==> src/rtl/bcd_pkg.sv <==
// Shared BCD digit type, digit limits and load-value clamp.
package bcd_pkg;

  localparam logic [3:0] BCD_MAX = 4'd9;
  localparam logic [3:0] BCD_MIN = 4'd0;

  typedef logic [3:0] bcd_digit_t;

  function automatic bcd_digit_t bcd_clamp(input logic [3:0] nibble);
    return (nibble > BCD_MAX) ? BCD_MAX : nibble;
  endfunction

endpackage

==> src/rtl/tick_gen.sv <==
// Prescaler: one StepPulse every TICK_DIV enabled cycles of CLOCK_50.
module tick_gen #(
  parameter int TICK_DIV = 50000000,
  parameter int PRE_W    = $clog2(TICK_DIV)
) (
  input  logic CLOCK_50,
  input  logic Clear,
  input  logic Enable,
  input  logic Restart,
  output logic StepPulse
);

  localparam logic [PRE_W-1:0] TERM = PRE_W'(TICK_DIV - 1);

  logic [PRE_W-1:0] pre;

  assign StepPulse = Enable && (pre == TERM);

  always_ff @(posedge CLOCK_50) begin
    if (Clear || Restart) begin
      pre <= '0;
    end else if (Enable) begin
      pre <= (pre == TERM) ? '0 : pre + PRE_W'(1);
    end
  end

endmodule

==> src/rtl/bcd_counter_nd.sv <==
// Multi-digit BCD up/down counter with prescaler, parallel load and tick/wrap flags.
// Define BCD_COUNTER_SATURATE_EN to hold at all-9s/all-0s instead of rolling over.
module bcd_counter_nd
  import bcd_pkg::*;
#(
  parameter int NUM_DIGITS = 4,
  parameter int TICK_DIV   = 50000000,
  parameter int PRE_W      = $clog2(TICK_DIV)
) (
  input  logic                    CLOCK_50,
  input  logic                    Clear,
  input  logic                    Enable,
  input  logic                    Up,
  input  logic                    Load,
  input  logic [4*NUM_DIGITS-1:0] LoadValue,
  output logic [4*NUM_DIGITS-1:0] Count,
  output logic                    Tick,
  output logic                    Wrap,
  output logic                    Zero
);

  logic                step;
  logic                hold_step;
  logic [NUM_DIGITS:0] carry;

  tick_gen #(
    .TICK_DIV (TICK_DIV),
    .PRE_W    (PRE_W)
  ) u_tick_gen (
    .CLOCK_50  (CLOCK_50),
    .Clear     (Clear),
    .Enable    (Enable),
    .Restart   (Load),
    .StepPulse (step)
  );

  // carry[k]: every digit below k sits at its limit, so digit k moves on a step
  assign carry[0] = 1'b1;

`ifdef BCD_COUNTER_SATURATE_EN
  assign hold_step = carry[NUM_DIGITS];
`else
  assign hold_step = 1'b0;
`endif

  for (genvar k = 0; k < NUM_DIGITS; k++) begin : g_digit
    bcd_digit_t d;
    bcd_digit_t d_next;

    assign carry[k+1] = carry[k] & (Up ? (d == BCD_MAX) : (d == BCD_MIN));

    always_comb begin
      d_next = d;
      if (carry[k]) begin
        if (Up) d_next = (d == BCD_MAX) ? BCD_MIN : d + 4'd1;
        else    d_next = (d == BCD_MIN) ? BCD_MAX : d - 4'd1;
      end
    end

    always_ff @(posedge CLOCK_50) begin
      if (Clear) begin
        d <= BCD_MIN;
      end else if (Load) begin
        d <= bcd_clamp(LoadValue[4*k +: 4]);
      end else if (step && !hold_step) begin
        d <= d_next;
      end
    end

    assign Count[4*k +: 4] = d;
  end

  always_ff @(posedge CLOCK_50) begin
    if (Clear || Load) begin
      Tick <= 1'b0;
      Wrap <= 1'b0;
    end else begin
      Tick <= step;
      Wrap <= step & carry[NUM_DIGITS];
    end
  end

  assign Zero = (Count == '0);

endmodule
==> config.mk <==
export PLATFORM = sky130hd
export DESIGN_NAME = bcd_counter_nd
export DESIGN_NICKNAME = d
export VERILOG_FILES = /design/src/rtl/bcd_pkg.sv /design/src/rtl/tick_gen.sv /design/src/rtl/bcd_counter_nd.sv
export SDC_FILE = /design/constraint.sdc
export NUM_CORES = 1
export LEC_CHECK = 0
export CORE_ASPECT_RATIO = 0.5
export CORE_MARGIN = 10
export CORE_UTILIZATION = 45
export DETAILED_ROUTE_END_ITERATION = 8
export PLACE_DENSITY = 0.67
export RECOVER_POWER = 100
export SLEW_MARGIN = 20
export SYNTH_ARGS = -nofsm -noshare
export SYNTH_HDL_FRONTEND = slang
export SYNTH_SLANG_ARGS = --single-unit
==> constraint.sdc <==
create_clock -name CLOCK_50 -period 2.3 [get_ports CLOCK_50]
set_clock_uncertainty 0.15 [all_clocks]
set_input_delay 0.575 -clock CLOCK_50 [delete_from_list [all_inputs] [get_ports CLOCK_50]]
set_output_delay 0.575 -clock CLOCK_50 [all_outputs]
set_load 0.02 [all_outputs]
Word level (Yosys, flattened, before mapping)
Index checks and enable logic that the tools add are counted.
{"block": "totals", "regBits": 44, "inputBits": 21, "output_inout_bits": 19}
{"block": "classes", "order_cmp": 4, "mux": 32, "n_reduce_logical": 14, "add_sub_neg": 9, "n_eq_ne": 5, "n_bitwise": 4}
{"op": "4-bit 2-to-1 mux", "n": 27}
{"op": "26-bit by 1-bit adder with 26-bit output, second input constant", "n": 1}
{"op": "26-bit == test, second input constant", "n": 1}
{"op": "26-bit 2-to-1 mux", "n": 1}
{"op": "4-bit by 1-bit adder with 4-bit output, second input constant", "n": 4}
{"op": "4-bit == test, second input constant", "n": 4}
{"op": "4-bit > comparator, second input constant", "n": 4}
{"op": "16-bit zero test", "n": 1}
{"op": "4-bit zero test", "n": 4}
{"op": "4-bit by 1-bit subtractor with 4-bit output, second input constant", "n": 4}
{"op": "2-bit nonzero test", "n": 4}
{"op": "2-bit AND reduction", "n": 3}
{"op": "1-bit AND", "n": 4}
{"op": "1-bit 2-to-1 mux", "n": 4}
{"op": "1-bit logical AND", "n": 1}
{"op": "1-bit logical OR", "n": 1}

Longest topological paths before layout
Gate-level depths: netlist of the first run.
{"block": "logic_depth", "ltp_word": 7, "mapped_depth": 8, "depth_no_buf": 6}

Hierarchy
From an unflattened synthesis of the first run, not the netlist that was laid out.
{"block": "unflattened", "hier_cells": 369, "area_unflattened_um2": 2907.8}
{"mod": "bcd_counter_nd", "cells_each": 208, "n_inst": 1, "area_each_um2": 1569.0, "seq_area_each_um2": 360.3}
{"mod": "tick_gen", "cells_each": 161, "n_inst": 1, "area_each_um2": 1338.8, "seq_area_each_um2": 520.5}

Least setup slack after synthesis of the first run
OpenSTA, ideal clock, no wires.
{"block": "synth_path", "kind": "register to register", "start": "reg u_tick_gen.pre[0]", "end": "reg u_tick_gen.pre[0]", "required_time_ns": 2.033, "setup_slack_ns": 0.185, "arrival_ns": 1.848, "setup_ns": 0.117, "stages_incl_launch_ff": 9, "cell_sequence": "dfxtp_1 ha_1 and3_1 nand2_2 or3_1 buf_2 nand2_1 buf_2 nor2_1"}
{"block": "synth_between", "elab_chain_len": 2}
{"item": "from (decl)", "line": "tick_gen.sv:15", "text": "logic [PRE_W-1:0] pre;"}
{"item": "from (signal assigned)", "line": "tick_gen.sv:23", "text": "pre <= (pre == TERM) ? '0 : pre + PRE_W'(1);"}
{"item": "26-bit by 1-bit adder with 26-bit output or 26-bit == test (tied branches)", "line": "tick_gen.sv:23"}
{"item": "26-bit 2-to-1 mux *", "line": "tick_gen.sv:23"}
Every way passes the cells marked *; elsewhere a longest branch is shown, timed or not.
A chain may end at the register's enable or synchronous reset.

Worst setup path in the final report of the first run
{"block": "layout_path", "start": "reg g_digit[2].d[0]", "end": "out Zero"}
{"block": "layout_between", "elab_chain_len": 1}
{"item": "from (decl)", "line": "bcd_counter_nd.sv:47", "text": "bcd_digit_t d;"}
{"item": "from (signal assigned)", "line": "bcd_counter_nd.sv:64", "text": "d <= bcd_clamp(LoadValue[4*k +: 4]);"}
{"item": "from (signal assigned)", "line": "bcd_counter_nd.sv:66", "text": "d <= d_next;"}
{"item": "16-bit zero test", "line": "bcd_counter_nd.sv:83", "text": "assign Zero = (Count == '0);"}
{"item": "to (decl)", "line": "bcd_counter_nd.sv:19", "text": "output logic Zero"}
Every way passes these cells.

==> results of run 1 <==
[path summary, 6_finish.rpt]
check,from,endpoint,slack (ns),cells past startpoint
worst min-delay path,u_tick_gen.pre[14]$_SDFFE_PP0P_,u_tick_gen.pre[14]$_SDFFE_PP0P_,0.40,2
worst max register to register,u_tick_gen.pre[1]$_SDFFE_PP0P_,g_digit[3].d[3]$_SDFFE_PP0P_,0.14,7
worst max-delay path,g_digit[2].d[0]$_SDFFE_PP0P_,Zero,0.04,4
worst min register to register,u_tick_gen.pre[14]$_SDFFE_PP0P_,u_tick_gen.pre[14]$_SDFFE_PP0P_,0.40,2
[critical path, cell delays in order, from the launching register on]
cell and delay [ns]:
dfxtp_1 0.32, nor4_2 0.30, buf_4 0.16, and4_1 0.20, clkdlybuf4s15_2 0.27
[layer usage]
metal	global-route usage, %	wire, um
met4	3.71	87
met3	3.29	416
met1	19.4	3810
met5	0	0
met2	25.3	3840
[sequential cells by signal, summed over array words and instances (netlist names)]
| register | flops |
|---|---|
| u_tick_gen.pre | 26 |
| Wrap | 1 |
| g_digit.d | 16 |
| Tick | 1 |
[through the flow]
stage	setup TNS, ns	setup WS [ns]	total power [mW]	area (um^2)	instances
after CTS	0	0.00333	1.92	3830	528
after global routing	-0.0223	-0.0165	1.99	3850	529
after detailed placement	-12.23	-0.373	1.19	3650	518
after floorplan	0	0.185	1.01	2860	364
final	0	0.0353	1.92	3850	529
after global placement	-11.01	-0.307	1.19	3650	518
[cells by family after synthesis]
logic type | synth area share, %
AO/OA/AOI/OAI | 17.7
XOR/XNOR | 10.1
adder cells (fa/ha/maj) | 0.438
buffers and inverters | 5.74
flip-flops | 30.8
multiplexers | 1.80
AND/OR/NAND/NOR | 33.4
[synthesized netlist by cell type (5+ instances only)]
| master | count | area (um^2) |
|---|---|---|
| o22ai_1 | 5 | 31.3 |
| nand4_1 | 12 | 75.1 |
| nand3_1 | 14 | 70.1 |
| nor4_1 | 13 | 81.3 |
| nand2b_1 | 7 | 43.8 |
| xor2_1 | 10 | 87.6 |
| nor2_1 | 52 | 195 |
| xnor2_1 | 23 | 201 |
| inv_1 | 10 | 37.5 |
| dfxtp_1 | 44 | 881 |
| and3_1 | 5 | 31.3 |
| and4_1 | 5 | 43.8 |
| nand2_1 | 22 | 82.6 |
| clkbuf_1 | 15 | 56.3 |
| buf_2 | 5 | 25.0 |
| nor3_1 | 18 | 90.1 |
| o21ai_0 | 10 | 50.1 |
| a21oi_1 | 10 | 50.1 |
[area by class of cell]
cell class / count / area, um^2
clock buffers: 6 / 139
well taps: 88 / 110
fillers: 540 / 2250
clock inverters: 2 / 15.0
multi-input cells: 283 / 1850
inverters: 10 / 37.5
repair buffers: 96 / 818
flip-flops and latches: 44 / 882
[power breakdown]
part           internal [mW]  total, mW  switching, mW
Clock                  0.432      0.745          0.312
Combinational          0.185      0.384          0.199
Sequential             0.780      0.793         0.0121
Total                   1.40       1.92          0.524
[what timing repair did]
action / in CTS / in global routing
pin swaps: 3 / 4
gates resized for setup: 7 / 9
hold buffers: 0 / 0
setup endpoints to repair: 34 / 38
buffers inserted: 2 / 1
==> flow_metrics.tcl, run 1 <==
set metrics [dict create \
    status "complete, no violations" \
    hold_path_class "reg2reg" \
    drive_above_1_share_pct 20.4 \
    viasPerCell 5.70 \
    leakage_nw 1.43 \
    clock_path_buffers 2 \
    whs_ns 0.398 \
    fp.dieArea_um2 10100 \
    crit_path_start_kind "flop" \
    initial_core_util_pct 46.8 \
    hold_viol 0 \
    core_area_um2 6110 \
    synthesis.instances 364 \
    gr-total-overflow 0 \
    tightest_slew_ns 0.407 \
    path_class "reg2out" \
    endpoint_kind "primary output" \
    port_buffers 39 \
    setup_violations 0 \
    grt_pass1_wl_mm 13.3 \
    required_ns 1.57 \
    drt_first_pass_iters 5 \
    clkTransAtPathRegs_ns 0.06 \
    relSlewSlack_pct 72.5 \
    fin_crit_ns 2.26 \
    io_pins 40 \
    routed_wl_mm 8.16 \
    final_core_utilization_pct 63.1 \
    dr.first_iter.drc_count 234 \
    syn_avg_cell_area_um2 7.85 \
    drc 0 \
    numCtsBuffers 5 \
    p_per_area_nw_per_um2 498 \
    clock-root-buffer "clkbuf_16" \
    seq_area_frac_synth_pct 30.8 \
    crit_arrival_ns 1.54 \
    die_h_um 76.3 \
    cp_max_fo 2 \
    ys_types 61 \
    nNetsFinal 462 \
    vdd_drop_max_v 0.000295 \
    vias 3013 \
    syn_nets 386 \
    grt_max_degree 26 \
    ys_async_sr_fraction_pct 0 \
    area_growth_pct 35.0 \
    wl_per_cell_um 15.4 \
    grt_pass1_vias 2779 \
    diodes 0 \
    synth_enable_flop_cells 0 \
    period_share_pct 98.5 \
    gp_congestion 0.914 \
    grt_antenna_before_repair 0 \
    rows 20 \
    clkLatencyLatePin_ns 0.29 \
    cts_sinks 44 \
    synth_ff_type "dfxtp_1" \
    maxCapViolations 0 \
    timing.fmax_ghz 0.442 \
    dp_hpwl_mm 6.03 \
    yosysWarnings 0 \
    htree_levels 2 \
    ys_ff_latch 44 \
    grt_usage_pct 15.2 \
    cts_tree "done" \
    syn_area_um2 2860 \
    final_common_cell "nor2_1" \
    final_cell_mix "nor2_1, buf_4, dfxtp_1" \
    ant_nets 0 \
    die_w_um 133 \
    finalMaxSlewViolations 0 \
]
No activity file was read; power rests on OpenSTA's default activity.
==> run 2, diff against run 1 <==
- GPL_TIMING_DRIVEN: default -> 0
- MAX_ROUTING_LAYER: default -> met4
==> run 2 against run 1 <==
Against the previous run:
- clock power is 25% higher
- non-clock buffer count is 30 lower
- final cell count is 5.9% lower
- global-route usage is 0.50 points higher
- worst setup slack worse by 0.031 ns
- combinational power is 13% lower
- first-iteration DRC count is 14% higher
- critical path type unchanged
- highest routed layer unchanged
==> flow_metrics.tcl, run 2 (synthesized netlist as in run 1, its figures left out) <==
set metrics [dict create \
    port_buffers 38 \
    period_share_pct 99.8 \
    largest_reg_flops 26 \
    numCtsBuffers 5 \
    drive_above_1_share_pct 13.9 \
    clkTransAtPathRegs_ns 0.06 \
    drt_first_pass_iters 5 \
    wl_per_cell_um 16.1 \
    fin_crit_ns 2.30 \
    critPathSlowestCell "dfxtp_1" \
    cts_tree "done" \
    hold_path_class "reg2reg" \
    timing.fmax_ghz 0.436 \
    grt_pass1_vias 2702 \
    fin_tns_setup_ns 0 \
    tightest_slew_ns 0.619 \
    die_w_um 133 \
    vdd_drop_max_v 0.000274 \
    finalMaxSlewViolations 0 \
    worstPathCellList "clkbuf_2, nor4_1, and4_1, buf_4" \
    path_buf_inv 2 \
    final_cell_mix "nor2_1, dfxtp_1, xnor2_1" \
    fin_cells 498 \
    leakage_nw 1.26 \
    cp_max_fo 10 \
    io_pins 40 \
    cts_sinks 44 \
    grt_usage_pct 15.7 \
    placed_cells 490 \
    dp_slack_ns -0.735 \
    dp_hpwl_mm 5.71 \
    dr.first_iter.drc_count 267 \
    path_class "reg2out" \
    power_mw 2.07 \
    diodes 0 \
    clock_path_buffers 2 \
    top_register "u_tick_gen.pre" \
    area_growth_pct 26.8 \
    core_area_um2 6110 \
    gp_congestion 0.862 \
    crit_path_start_kind "flop" \
    clkLatencyLatePin_ns 0.29 \
    initial_core_util_pct 46.8 \
    relSlewSlack_pct 58.8 \
    gr-total-overflow 0 \
    setup_ws_ns 0.00406 \
    grt_pass1_wl_mm 13.2 \
    crit_arrival_ns 1.57 \
    p_per_area_nw_per_um2 572 \
    grt_antenna_before_repair 0 \
    grt_max_degree 15 \
    nNetsFinal 432 \
    ant_nets 0 \
    required_ns 1.57 \
    rows 20 \
    slowest_delay_ns 0.33 \
    status "complete, no violations" \
    htree_levels 2 \
    whs_ns 0.387 \
    setup_violations 0 \
    clock-root-buffer "clkbuf_16" \
    hold_viol 0 \
    final_common_cell "nor2_1" \
    fp.dieArea_um2 10100 \
    top_regs "u_tick_gen.pre x26, g_digit.d x16" \
    die_h_um 76.3 \
    endpoint_kind "primary output" \
    viasPerCell 5.81 \
    routed_wl_mm 8.04 \
    drc 0 \
    vias 2892 \
    maxCapViolations 0 \
    path_delay_family "simple AND/OR/NAND/NOR gates" \
]
## run 2: cell types whose count changed in the layout (fill, tap and decap cells not counted), sizes merged, moves of 2 or more
cell           delta
clkdlybuf4s50     -4
dlygate4sd3       +3
bufinv            +2
clkbuf           +11
clkinvlp          -2
buf              -38
## run 2: layer usage
metal  track usage [%]  up-vias  wire length (um)
met4              4.37        0                95
li1                  -     1422                 -
met2              24.4       87              3770
met1              20.1     1372              3760
met3              3.42       11               410
met5                 -        -                 0
## run 2: final timing paths
kind                                   startpoint                              to  slack [ns]  depth (start not counted)
setup / recovery     g_digit[0].d[2]$_SDFFE_PP0P_                            Zero       0.004                          4
hold reg to reg    u_tick_gen.pre[4]$_SDFFE_PP0P_  u_tick_gen.pre[4]$_SDFFE_PP0P_        0.39                          2
setup reg to reg  u_tick_gen.pre[24]$_SDFFE_PP0P_    g_digit[3].d[2]$_SDFFE_PP0P_        0.14                          5
hold / removal     u_tick_gen.pre[4]$_SDFFE_PP0P_  u_tick_gen.pre[4]$_SDFFE_PP0P_        0.39                          2
## run 2: repair_timing
| action | in CTS | in global routing |
|---|---|---|
| pin swaps | 5 | 2 |
| gates resized for setup | 23 | 17 |
| hold buffers | 0 | 0 |
| setup endpoints to repair | 43 | 30 |
| setup buffers | 3 | 0 |
## run 2: cell type report
| cell class | count | area (um^2) |
|---|---|---|
| Tap cell | 88 | 110 |
| Sequential cell | 44 | 887 |
| Clock inverter | 2 | 60.1 |
| Buffer | 25 | 135 |
| Clock buffer | 5 | 125 |
| Timing Repair Buffer | 41 | 390 |
| Multi-Input combinational cell | 283 | 1880 |
| Fill cell | 568 | 2480 |
| Inverter | 10 | 37.5 |
## run 2: stage by stage
stage          area, um^2  utilization [%]
2_1_floorplan        2860                -
3_3_place_gp         3350             54.8
3_5_place_dp         3350             54.8
4_1_cts              3600             59.0
5_1_grt              3620             59.3
6_report             3620             59.3
## run 2: where the power goes
group / switching (mW) / internal [mW]
Sequential: 0.0267 / 0.781
Combinational: 0.185 / 0.147
Clock: 0.313 / 0.617
Total: 0.525 / 1.55
## run 2: worst reg2reg max path: cells and delay by family, from the launching register on
kind	cells	cell delay [ns]
and+or+nand+nor	3	1.23
AOI/OAI and AO/OA	1	0.08
muxes	1	0.23
DFF	1	0.34
==> run 3, diff against run 2 <==
- CTS_CLUSTER_DIAMETER: default -> 80
==> results of run 3 <==
Final layout, timing and power as in run 2 (identical DEF).
